$ cat src/rtl/wb_arbiter.sv
// Write-back port arbiter: merges the in-order pipeline result and the MUL,
// DIV and FPU completions onto the single register-file write port. The
// pipeline wins by default. Units share round-robin order, and a per-unit
// starvation counter bounds how long the pipeline can block a unit.
module wb_arbiter #(
  parameter int MAX_WAIT = 4
) (
  input  logic        clk,
  input  logic        reset,
  input  logic        valid_in_pipe,
  output logic        ready_out_pipe,
  input  logic        rd_wena_pipe,
  input  logic [5:0]  rd_addr_pipe,
  input  logic [31:0] rd_data_pipe,
  input  logic        valid_in_mul,
  output logic        ready_out_mul,
  input  logic [5:0]  rd_addr_mul,
  input  logic [31:0] rd_data_mul,
  input  logic        valid_in_div,
  output logic        ready_out_div,
  input  logic [5:0]  rd_addr_div,
  input  logic [31:0] rd_data_div,
  input  logic        valid_in_fpu,
  output logic        ready_out_fpu,
  input  logic        rd_wena_fpu,
  input  logic [5:0]  rd_addr_fpu,
  input  logic [31:0] rd_data_fpu,
  output logic        rd_wena_WB,
  output logic [5:0]  rd_addr_WB,
  output logic [31:0] rd_data_WB,
  output logic [1:0]  wb_src_WB
);

  localparam int              DATA_W  = 32;
  localparam int              ADDR_W  = 6;
  localparam int              CNT_W   = 4;
  localparam logic [CNT_W-1:0] MAX_CNT = CNT_W'(MAX_WAIT);

  localparam logic [1:0] SRC_PIPE = 2'd0;
  localparam logic [1:0] SRC_MUL  = 2'd1;
  localparam logic [1:0] SRC_DIV  = 2'd2;
  localparam logic [1:0] SRC_FPU  = 2'd3;

  // First requesting unit after 'last' in the cyclic order 1->2->3->1.
  // Result is {found, unit}.
  function automatic logic [2:0] rr_pick(input logic [3:1] req, input logic [1:0] last);
    logic [1:0] u;
    logic [2:0] r;
    r = 3'b000;
    u = last;
    for (int i = 0; i < 3; i++) begin
      u = (u == 2'd3) ? 2'd1 : u + 2'd1;
      if (!r[2] && req[u]) r = {1'b1, u};
    end
    return r;
  endfunction

  // Saturating starvation count.
  function automatic logic [CNT_W-1:0] sat_inc(input logic [CNT_W-1:0] c);
    return (c >= MAX_CNT) ? MAX_CNT : c + 1'b1;
  endfunction

  logic [1:0]        rr_last_q, rr_last_d;
  logic [CNT_W-1:0]  cnt_q [1:3];
  logic [CNT_W-1:0]  cnt_d [1:3];
  logic              wena_q, wena_d;
  logic [ADDR_W-1:0] addr_q, addr_d;
  logic [DATA_W-1:0] data_q, data_d;
  logic [1:0]        src_q, src_d;

  logic              wreq_pipe;
  logic [3:1]        vld_u;
  logic [3:1]        wreq_u;
  logic [3:1]        starved;
  logic [2:0]        pick_starved;
  logic [2:0]        pick_unit;
  logic              gnt_vld;
  logic [1:0]        gnt_src;
  logic [ADDR_W-1:0] sel_addr;
  logic [DATA_W-1:0] sel_data;

  // Grant decision: starved unit, then pipe, then any unit in round-robin order.
  always_comb begin
    wreq_pipe = valid_in_pipe && rd_wena_pipe;
    vld_u     = {valid_in_fpu, valid_in_div, valid_in_mul};
    wreq_u    = {valid_in_fpu && rd_wena_fpu, valid_in_div, valid_in_mul};
    for (int u = 1; u <= 3; u++) begin
      starved[u] = wreq_u[u] && (cnt_q[u] == MAX_CNT);
    end
    pick_starved = rr_pick(starved, rr_last_q);
    pick_unit    = rr_pick(wreq_u, rr_last_q);
    gnt_vld = 1'b0;
    gnt_src = SRC_PIPE;
    if (!reset) begin
      if (pick_starved[2]) begin
        gnt_vld = 1'b1;
        gnt_src = pick_starved[1:0];
      end else if (wreq_pipe) begin
        gnt_vld = 1'b1;
        gnt_src = SRC_PIPE;
      end else if (pick_unit[2]) begin
        gnt_vld = 1'b1;
        gnt_src = pick_unit[1:0];
      end
    end
  end

  // Handshake readies; non-writing pipe/FPU requests are always accepted.
  always_comb begin
    ready_out_pipe = !reset && valid_in_pipe &&
                     (!rd_wena_pipe || (gnt_vld && gnt_src == SRC_PIPE));
    ready_out_mul  = gnt_vld && gnt_src == SRC_MUL;
    ready_out_div  = gnt_vld && gnt_src == SRC_DIV;
    ready_out_fpu  = !reset && valid_in_fpu &&
                     (!rd_wena_fpu || (gnt_vld && gnt_src == SRC_FPU));
  end

  // Next-state: winner's payload, round-robin pointer and starvation counters.
  always_comb begin
    unique case (gnt_src)
      SRC_MUL: begin sel_addr = rd_addr_mul;  sel_data = rd_data_mul;  end
      SRC_DIV: begin sel_addr = rd_addr_div;  sel_data = rd_data_div;  end
      SRC_FPU: begin sel_addr = rd_addr_fpu;  sel_data = rd_data_fpu;  end
      default: begin sel_addr = rd_addr_pipe; sel_data = rd_data_pipe; end
    endcase
    wena_d    = gnt_vld;
    addr_d    = gnt_vld ? sel_addr : '0;
    data_d    = gnt_vld ? sel_data : '0;
    src_d     = gnt_vld ? gnt_src  : '0;
    rr_last_d = (gnt_vld && gnt_src != SRC_PIPE) ? gnt_src : rr_last_q;
    for (int u = 1; u <= 3; u++) begin
      if (!vld_u[u])                          cnt_d[u] = '0;
      else if (gnt_vld && gnt_src == 2'(u))   cnt_d[u] = '0;
      else if (wreq_u[u])                     cnt_d[u] = sat_inc(cnt_q[u]);
      else                                    cnt_d[u] = cnt_q[u];
    end
  end

  // State and WB register; reset clears everything and points round-robin at FPU so MUL goes first.
  always_ff @(posedge clk) begin
    if (reset) begin
      rr_last_q <= SRC_FPU;
      for (int u = 1; u <= 3; u++) cnt_q[u] <= '0;
      wena_q    <= 1'b0;
      addr_q    <= '0;
      data_q    <= '0;
      src_q     <= '0;
    end else begin
      rr_last_q <= rr_last_d;
      for (int u = 1; u <= 3; u++) cnt_q[u] <= cnt_d[u];
      wena_q    <= wena_d;
      addr_q    <= addr_d;
      data_q    <= data_d;
      src_q     <= src_d;
    end
  end

  assign rd_wena_WB = wena_q;
  assign rd_addr_WB = addr_q;
  assign rd_data_WB = data_q;
  assign wb_src_WB  = src_q;

endmodule

$ cat config.mk
export PLATFORM = sky130hd
export DESIGN_NAME = wb_arbiter
export DESIGN_NICKNAME = d
export VERILOG_FILES = /design/src/rtl/wb_arbiter.sv
export SDC_FILE = /design/constraint.sdc
export NUM_CORES = 1
export LEC_CHECK = 0
export BUFFER_PORTS_ARGS = -buffer_cell sky130_fd_sc_hd__buf_4
export CAP_MARGIN = 20
export CORE_MARGIN = 1
export CORE_UTILIZATION = 40
export DETAILED_ROUTE_END_ITERATION = 10
export PLACE_DENSITY = 0.78
export SLEW_MARGIN = 40
export SYNTH_ARGS = -nofsm -noshare
export SYNTH_HDL_FRONTEND = slang
export SYNTH_SLANG_ARGS = --single-unit
$ cat constraint.sdc
create_clock -name clk -period 2.56 [get_ports clk]
set_clock_uncertainty 0.1 [all_clocks]
set_input_delay 0.384 -clock clk [delete_from_list [all_inputs] [get_ports clk]]
set_output_delay 0.384 -clock clk [all_outputs]
set_load 0.01 [all_outputs]
# ---- Yosys cells after proc, flatten, opt, wreduce, memory -nomap -nowiden
# Memory sizes are Yosys's and may differ from the RTL's.
# Cells that the tools add are included.
dict set report word_totals {
  ff_bits 43
  ramBits 12
  inputBits 160
  output_inout_bits 45
  word_cells 108
  mem_count 1
}
# memory depth word_bits rd rd_ports_with_merged_regs write_ports line_no
set memory_table {}
lappend memory_table {cnt_q 3 4 3 0 3 64} ;# logic [CNT_W-1:0] cnt_q [1:3];
dict set report classes {
  n_addsub 6
  magnitude_cmp 6
  n_eq_ne 9
  muxes 47
  bitwise 4
  n_reduce_logical 30
}
# op n
set ops {}
lappend ops {{case mux 32 bit (3 select lines)} 1}
lappend ops {{2-to-1 mux 4 bit} 13}
lappend ops {{logical AND 1 bit} 18}
lappend ops {{2-to-1 mux 3 bit} 6}
lappend ops {{case mux 6 bit (3 select lines)} 1}
lappend ops {{2-to-1 mux 2 bit} 7}
lappend ops {{2-to-1 mux 1 bit} 13}
lappend ops {{adder 4 x 1 -> 4 bit, second input constant} 3}
lappend ops {{binary-select mux 1 bit (select 2 bit)} 6}
lappend ops {{== test 4 x 3 -> 1 bit, second input constant} 3}
lappend ops {{>= comparator 4 x 3 -> 1 bit, second input constant} 3}
lappend ops {{== test 2 bit, second input constant} 5}
lappend ops {{less-than comparator 2 x 3 -> 1 bit, second input constant} 3}
lappend ops {{logical NOT 1 bit} 7}
lappend ops {{adder 2 x 1 -> 2 bit, second input constant} 3}
lappend ops {{bitwise OR 1 bit} 3}
lappend ops {{== test 2 x 1 -> 1 bit, second input constant} 1}
lappend ops {{logical NOT 2 bit} 1}
lappend ops {{logical OR 1 bit} 2}
lappend ops {{nonzero test 2 bit} 1}
lappend ops {{OR reduction 2 bit} 1}
lappend ops {{inverter 1 bit} 1}

# ---- Depth between registers and ports, before layout
# Gate-level depths: netlist of run 1.
dict set report depth {
  word_depth 20
  mapped_depth 14
  ltp_nobuf 9
}

# ---- Worst setup path before layout of run 1
# OpenSTA, ideal clock, no wires.
dict set report synth_timing {
  kind {register to output}
  startpoint {reg rr_last_q[0]}
  endpoint {out ready_out_fpu}
  arrival_time_ps 2245
  required_time_ps 2076
  path_slack_ps -169
  stages_incl_launch_ff 13
  path_buffers 4
  path_cell_list {dfxtp_1 > inv_1 > ha_1 > buf_2 > o31ai_1 > nand4b_1 > o311ai_2 > nor3_1 > or3_1 > clkbuf_1 > buf_6 > buf_6 > o22ai_1}
}
dict set report synth_via {
  elab_chain_len 19
  word_cells_on_any_way 47
  cone_classes {add/sub (3); eq/ne (4); mux (29); reduce/logical (11)}
}
# item line_no
set synth_rtl {}
lappend synth_rtl {{start, declared} 63} ;# logic [1:0] rr_last_q, rr_last_d;
lappend synth_rtl {{start signal, assigned} 149} ;# rr_last_q <= rr_last_d;
lappend synth_rtl {{adder 2 x 1 -> 2 bit / == test 2 bit (equally long branches)} 52} ;# u = (u == 2'd3) ? 2'd1 : u + 2'd1;
lappend synth_rtl {{2-to-1 mux 2 bit *} 52}
lappend synth_rtl {{parallel branches: the longest is 14 deep, another holds adder 2 x 1 -> 2 bit} --}
lappend synth_rtl {{logical AND 1 bit *} 115} ;# (!rd_wena_fpu || (gnt_vld && gnt_src == SRC_FPU));
lappend synth_rtl {{logical OR 1 bit *} 115}
lappend synth_rtl {{logical AND 1 bit *} 114} ;# ready_out_fpu = !reset && valid_in_fpu &&
lappend synth_rtl {{end, declared} 24} ;# output logic ready_out_fpu,
# Mark *: on every way between the ends. The select of a mux whose other input is x is not followed.

# ---- Worst setup path after layout of run 1
# Same ends and word-level chain as after synthesis.

==> results of run 1 <==
==> worst reg2reg max path, delay by kind of cell (launching register included) <==
family / cells / cell delay (ps)
adders and majority gates: 1 / 310
muxes: 2 / 290
and+or+nand+nor: 5 / 840
buffers and inverters: 6 / 730
DFF: 1 / 350
==> cell type report <==
cell class                 count  area (um^2)  share of cell area
tap                          105          131              0.0223
sequential                    55         1110               0.188
timing repair buffer         262         2290               0.389
clock buffer                   6         72.6              0.0123
multi-input combinational    257         2240               0.379
inverter                      13         56.3             0.00955
==> per-stage QoR <==
stage | cell area [um^2] | hold slack [ps] | power [W] | setup slack, ps | setup TNS, ps
floorplan | 3460 | 327 | 0.00174 | -8.72 | -8.72
global placement | 5170 | 334 | 0.00227 | -96.7 | -923
detailed placement | 5170 | 346 | 0.00230 | -178 | -4780
CTS | 5460 | 184 | 0.00286 | -230 | -805
global route | 5900 | 184 | 0.00323 | -394 | -10680
finish | 5900 | 198 | 0.00308 | -308 | -5870
==> how the worst max path moves through the flow <==
| stage | startpoint | endpoint | slack (ps) | depth (start not counted) |
|---|---|---|---|---|
| floorplan | rr_last_q[0] | ready_out_fpu | -9 | 12 |
| global placement | rr_last_q[0] | ready_out_pipe | -100 | 12 |
| detailed placement | rr_last_q[0] | ready_out_fpu | -180 | 10 |
| CTS | rr_last_q[0] | ready_out_fpu | -230 | 11 |
| global route | rr_last_q[0] | ready_out_fpu | -390 | 11 |
| finish | rr_last_q[0] | ready_out_fpu | -310 | 11 |
==> routing by layer <==
metal | vias to the layer above | routed length (um) | track usage
met4 | 0 | 320 | 0.0923
met5 | - | 0 | 0
met3 | 29 | 733 | 0.0741
met1 | 1720 | 4500 | 0.240
li1 | 1726 | - | -
met2 | 128 | 6570 | 0.460
==> logic make-up after synthesis <==
kind of cell | Yosys count
simple gates | 97
other cells | 1
compound gates | 35
mux | 115
flops | 55
buf+inv | 39
fa+ha+maj | 8
==> Yosys cell counts, drive strengths merged, types with 3 or more instances <==
master,count
nor3,9
o21ai,5
a21oi,5
a22oi,4
o211ai,5
nand4b,3
nor2,12
clkbuf,5
and2,38
nand2,14
nand3,3
nand4,4
inv,12
ha,8
dfxtp,55
nor2b,5
mux2i,115
buf,21
==> power groups by stage <==
stage	clock [W]	sequential (W)	combinational, W
after floorplan	0	0.00113	0.000611
after global placement	0	0.00106	0.00121
after detailed placement	0	0.00106	0.00124
after CTS	0.000467	0.00105	0.00135
after global routing	0.000499	0.00106	0.00167
final	0.000459	0.00105	0.00157
==> sequential cells by signal, indices dropped and copies added, names as in the netlist <==
register    count
rd_data_WB     32
cnt_q          12
rd_addr_WB      6
rd_wena_WB      1
wb_src_WB       2
rr_last_q       2
==> repair_timing <==
action / 4_1_cts / 5_1_grt
cloned: 1 / 12
endpoints found under the setup margin: 47 / 48
setup buffers: 14 / 6
pin swaps: 11 / 7
gates resized for setup: 24 / 39
==> out/results.ini, run 1 <==
[status]
status = finished with violations
violations = setup timing

[yosys]
synth_xor_area_frac = 0
synth-seq-cells = 55
synthAdderAreaFrac = 0.0293
synth_compound_gate_area_share = 0.0773
synth_flop_cell = dfxtp_1
synth_cells = 350
synthSimpleGateAreaFrac = 0.167
synth-async-reset-ratio = 0
synth_edf_count = 0
yosysTopAreaCell = mux2i_1
synth_top_area_frac = 0.337
ys_types = 47
syn-cell-area_mm2 = 0.00341
yosysWarningCount = 0
synth.area.top_cells = mux2i_1, dfxtp_1, and2_1, ha_1, buf_6
synth_top_family_by_area = multiplexers
avgSynthCellArea_um2 = 9.75
yosysSeqAreaShare = 0.323
synth_mux_area_frac = 0.337

[floorplanning]
start_util = 0.415
chipWidth_um = 94.4
dieArea_mm2 = 0.00891
coreArea_mm2 = 0.00822
die_h_um = 94.4
io_pins = 205
num_rows = 33

[min_path]
min_to = cnt_q[0][15]
whs_path_depth = 2
hold_path.class = primary input to flop
holdCritStartpoint = rd_wena_fpu

[cts]
cts_tree = yes
cts_buffer_depth = 2
clk_pin_slew_ps = 90
cts_hold_buf = 0
clkSinkCount = 55
numCtsBuffers = 5
clkLatencyLatePin_ps = 300
root_buffer = clkbuf_8
cts_max_level = 2

[worst_setup_path]
crit_arrival_ps = 2380
cp-start-kind = flop
cp.buffers_inverters = 4
r2r-start = rr_last_q[0]
crit_top_cell = buf_6
reg2reg_setup_slack_ps = -160
crit_chain = inv_2 -> ha_4 -> buf_6 -> nor2b_4 -> a211oi_2 -> o21a_1 -> o22ai_1 -> o211ai_1 -> buf_4 -> o22ai_4 -> buf_6
worstPathMaxFanout = 7
r2r-end = rd_data_WB[13]
slowest_delay_ps = 350
critPathTopFamily = compound AO/OA/AOI/OAI gates
reg2reg_depth = 14
slowest_stage = dfxtp_2
worstPathRequired_ps = 2080
end_kind = primary output
crit_type = flop to primary output

[sta]
rsz0062_at_grt = yes
finalCritPeriodShare = 1.12
setup_viol = 46
post-route-worst-setup-slack_ps = -308
slew_viol_final = 0
finalHoldViolations = 0
period_minus_slack_ps = 2870
max_freq_ghz = 0.349

[layout]
final_layout_size_suffix_gt1_frac = 0.524
area_growth_pct = 72.7
diodes = 0
fin_cells = 698
layout.nets = 762
final_core_util = 0.718
nFillCells = 631
layout_commonest_cell = buf_4
layout_common_cells = buf_4, mux2i_1, dfxtp_1, and2_1, nand2_1

[pwr]
power.leakage_nw = 3.07
powerDensity_mw_per_mm2 = 523
swShare = 0.317
p_int_w = 0.00210
pwr-share-clk = 0.149
power_frac_comb = 0.510
ir_drop_uv = 259
switching_power_w = 0.000976
seqPwrFrac = 0.341

[route]
drt_iter0_drc = 101
post_drt_wl_per_cell_um = 17.4
vias_per_cell = 5.16
ant_nets = 0
via_count = 3603
routed_wl_um = 12100
dr.pass1.iters = 4
drc = 0

[grt]
grt_max_degree = 35
antenna_found_initial = 0
grt_pass1_vias = 3540
grt_pass1_wl_um = 16500
grtUsageTotal = 0.240
overflow = 0

[placed_design]
place_inst = 659
numPortBuffers = 204
place.gp.congestion = 0.889
hpwl_um = 8310

[run]
maxCapViolCount = 0

Power figures use the tool's default switching activity.
==> run 2: changes to the inputs <==
--- a/config.mk
+++ b/config.mk
@@ -10,7 +10,7 @@
 export CORE_MARGIN = 1
 export CORE_UTILIZATION = 40
 export DETAILED_ROUTE_END_ITERATION = 10
-export PLACE_DENSITY = 0.78
+export PLACE_DENSITY_LB_ADDON = 0.08
 export SLEW_MARGIN = 40
 export SYNTH_ARGS = -nofsm -noshare
 export SYNTH_HDL_FRONTEND = slang
==> run 2 against run 1 <==
Against the previous run:
- non-clock buffer count up 7
- first-iteration DRC count grew 49%
- via count increased by 0.61%
- routed wire length up 1.4%
- maximum frequency rose by 0.46%
- critical path depth rose by 1
- worst setup slack improved by 13 ps
- sequential cell count unchanged
- register-to-register slack gained 50 ps
- combinational power rose by 6%
- global-route usage increased by 0.84 points
- the flow still finishes with violations (setup timing)
- highest routed layer unchanged
- count of clock-buffer cells in the layout up 2
- critical path type unchanged
==> out/results.ini, run 2 (synthesis results as in run 1) <==
[status]
status = finished with violations
violations = setup timing

[min_path]
hold_path.class = primary input to flop
holdCritStartpoint = rd_wena_fpu

[route]
drc = 0
ant_nets = 0
drt_iter0_drc = 150
post_drt_wl_per_cell_um = 17.4
via_count = 3625
routed_wl_um = 12300
dr.pass1.iters = 6
vias_per_cell = 5.13

[worst_setup_path]
crit_chain = inv_2 -> ha_4 -> buf_6 -> o21ba_4 -> a22o_1 -> a2bb2oi_2 -> o22ai_1 -> o211ai_1 -> buf_4 -> nand3_2 -> o21ai_2 -> buf_4
worstPathRequired_ps = 2080
reg2reg_setup_slack_ps = -110
r2r-start = rr_last_q[0]
worstPathMaxFanout = 5
r2r-end = rd_addr_WB[2]
slowest_stage = dfxtp_2
crit_start = rr_last_q[0]
slowest_delay_ps = 340
end_kind = primary output
cp-start-kind = flop
reg2reg_depth = 13
crit_type = flop to primary output
crit_arrival_ps = 2370
crit_top_cell = buf_4
crit_end = ready_out_pipe

[floorplanning]
dieArea_mm2 = 0.00891
chipWidth_um = 94.4
die_h_um = 94.4
coreArea_mm2 = 0.00822
num_rows = 33
start_util = 0.415
io_pins = 205

[pwr]
ir_drop_uv = 272
power.leakage_nw = 3.18
powerDensity_mw_per_mm2 = 529

[layout]
nFillCells = 605
diodes = 0
final_layout_size_suffix_gt1_frac = 0.542
layout_common_cells = buf_4, mux2i_1, dfxtp_1, and2_1, nand2_1
final_core_util = 0.745
largest_reg_flops = 32
area_growth_pct = 79.4
layout.nets = 769
layout_commonest_cell = buf_4

[sta]
slew_viol_final = 0
max_freq_ghz = 0.350
finalHoldViolations = 0
finalCritPeriodShare = 1.12
post-route-worst-setup-slack_ps = -295
period_minus_slack_ps = 2850
rsz0062_at_grt = yes
setup_viol = 38

[grt]
grt_max_degree = 35
grtUsageTotal = 0.249
grt_pass1_vias = 3488
antenna_found_initial = 0
overflow = 0
grt_pass1_wl_um = 17000

[run]
maxCapViolCount = 0

[cts]
cts_buffer_depth = 2
clkLatencyLatePin_ps = 310
cts_max_level = 2
cts_tree = yes
numCtsBuffers = 5
clk_pin_slew_ps = 90
cts_hold_buf = 0
clkSinkCount = 55
root_buffer = clkbuf_8

[placed_design]
hpwl_um = 8180
place.gp.congestion = 0.935
numPortBuffers = 204
preCtsSetupSlack_ps = -229

[run 2: metal layers]
| layer | share of wire | vias up | GRT usage |
|---|---|---|---|
| met1 | 0.38 | 1708 | 0.281 |
| li1 | - | 1742 | - |
| met3 | 0.071 | 26 | 0.0773 |
| met5 | 0 | - | 0 |
| met4 | 0.027 | 0 | 0.101 |
| met2 | 0.52 | 149 | 0.432 |
[run 2: what timing repair did]
action                                  4_1_cts  5_1_grt
endpoints found under the setup margin       46       44
cloned                                        5       10
gates resized for setup                      58       35
pin swaps                                    17        6
setup buffers                                15       10
[run 2: how the worst min path moves through the flow]
stage                         endpoint  slack (ps)  cells after the start
after detailed placement  cnt_q[0][15]         400                      1
after global placement     cnt_q[0][4]         400                      2
after CTS                 cnt_q[0][15]         170                      2
after global routing      cnt_q[0][15]         180                      2
after floorplan            cnt_q[0][4]         330                      1
final                     cnt_q[0][15]         190                      2
[run 2: final cells by class]
type / instances / area [um^2] / share of cell area
flip-flops and latches: 55 / 1110 / 0.181
clock buffers: 8 / 100 / 0.0163
well taps: 105 / 131 / 0.0215
inverters: 13 / 53.8 / 0.00878
multi-input cells: 257 / 2290 / 0.373
repair buffers: 269 / 2440 / 0.399
[run 2: metrics by stage]
step                      TNS, ps  hold WS, ps  std cells  area (um^2)  total power (W)
after global routing        -5980          175        707         6120          0.00341
after detailed placement    -6270          396        661         5190          0.00230
after global placement      -5020          398        661         5190          0.00229
after floorplan             -8.72          327        351         3460          0.00174
final                       -2290          186        707         6120          0.00324
after CTS                   -1060          173        689         5730          0.00304
[run 2: power breakdown]
part	total [W]	leakage, nW	internal (W)	switching [W]
Clock	0.000538	0.0515	0.000248	0.000290
Combinational	0.00166	2.67	0.000974	0.000682
Sequential	0.00104	0.458	0.00100	0.0000446
Total	0.00324	3.18	0.00222	0.00102
[run 2: critical path, delay by kind of cell (launching register included)]
kind | cells | cell delay, ps
flops | 1 | 340
compound gates | 6 | 970
buf+inv | 4 | 510
fa+ha+maj | 1 | 180
simple gates | 1 | 70
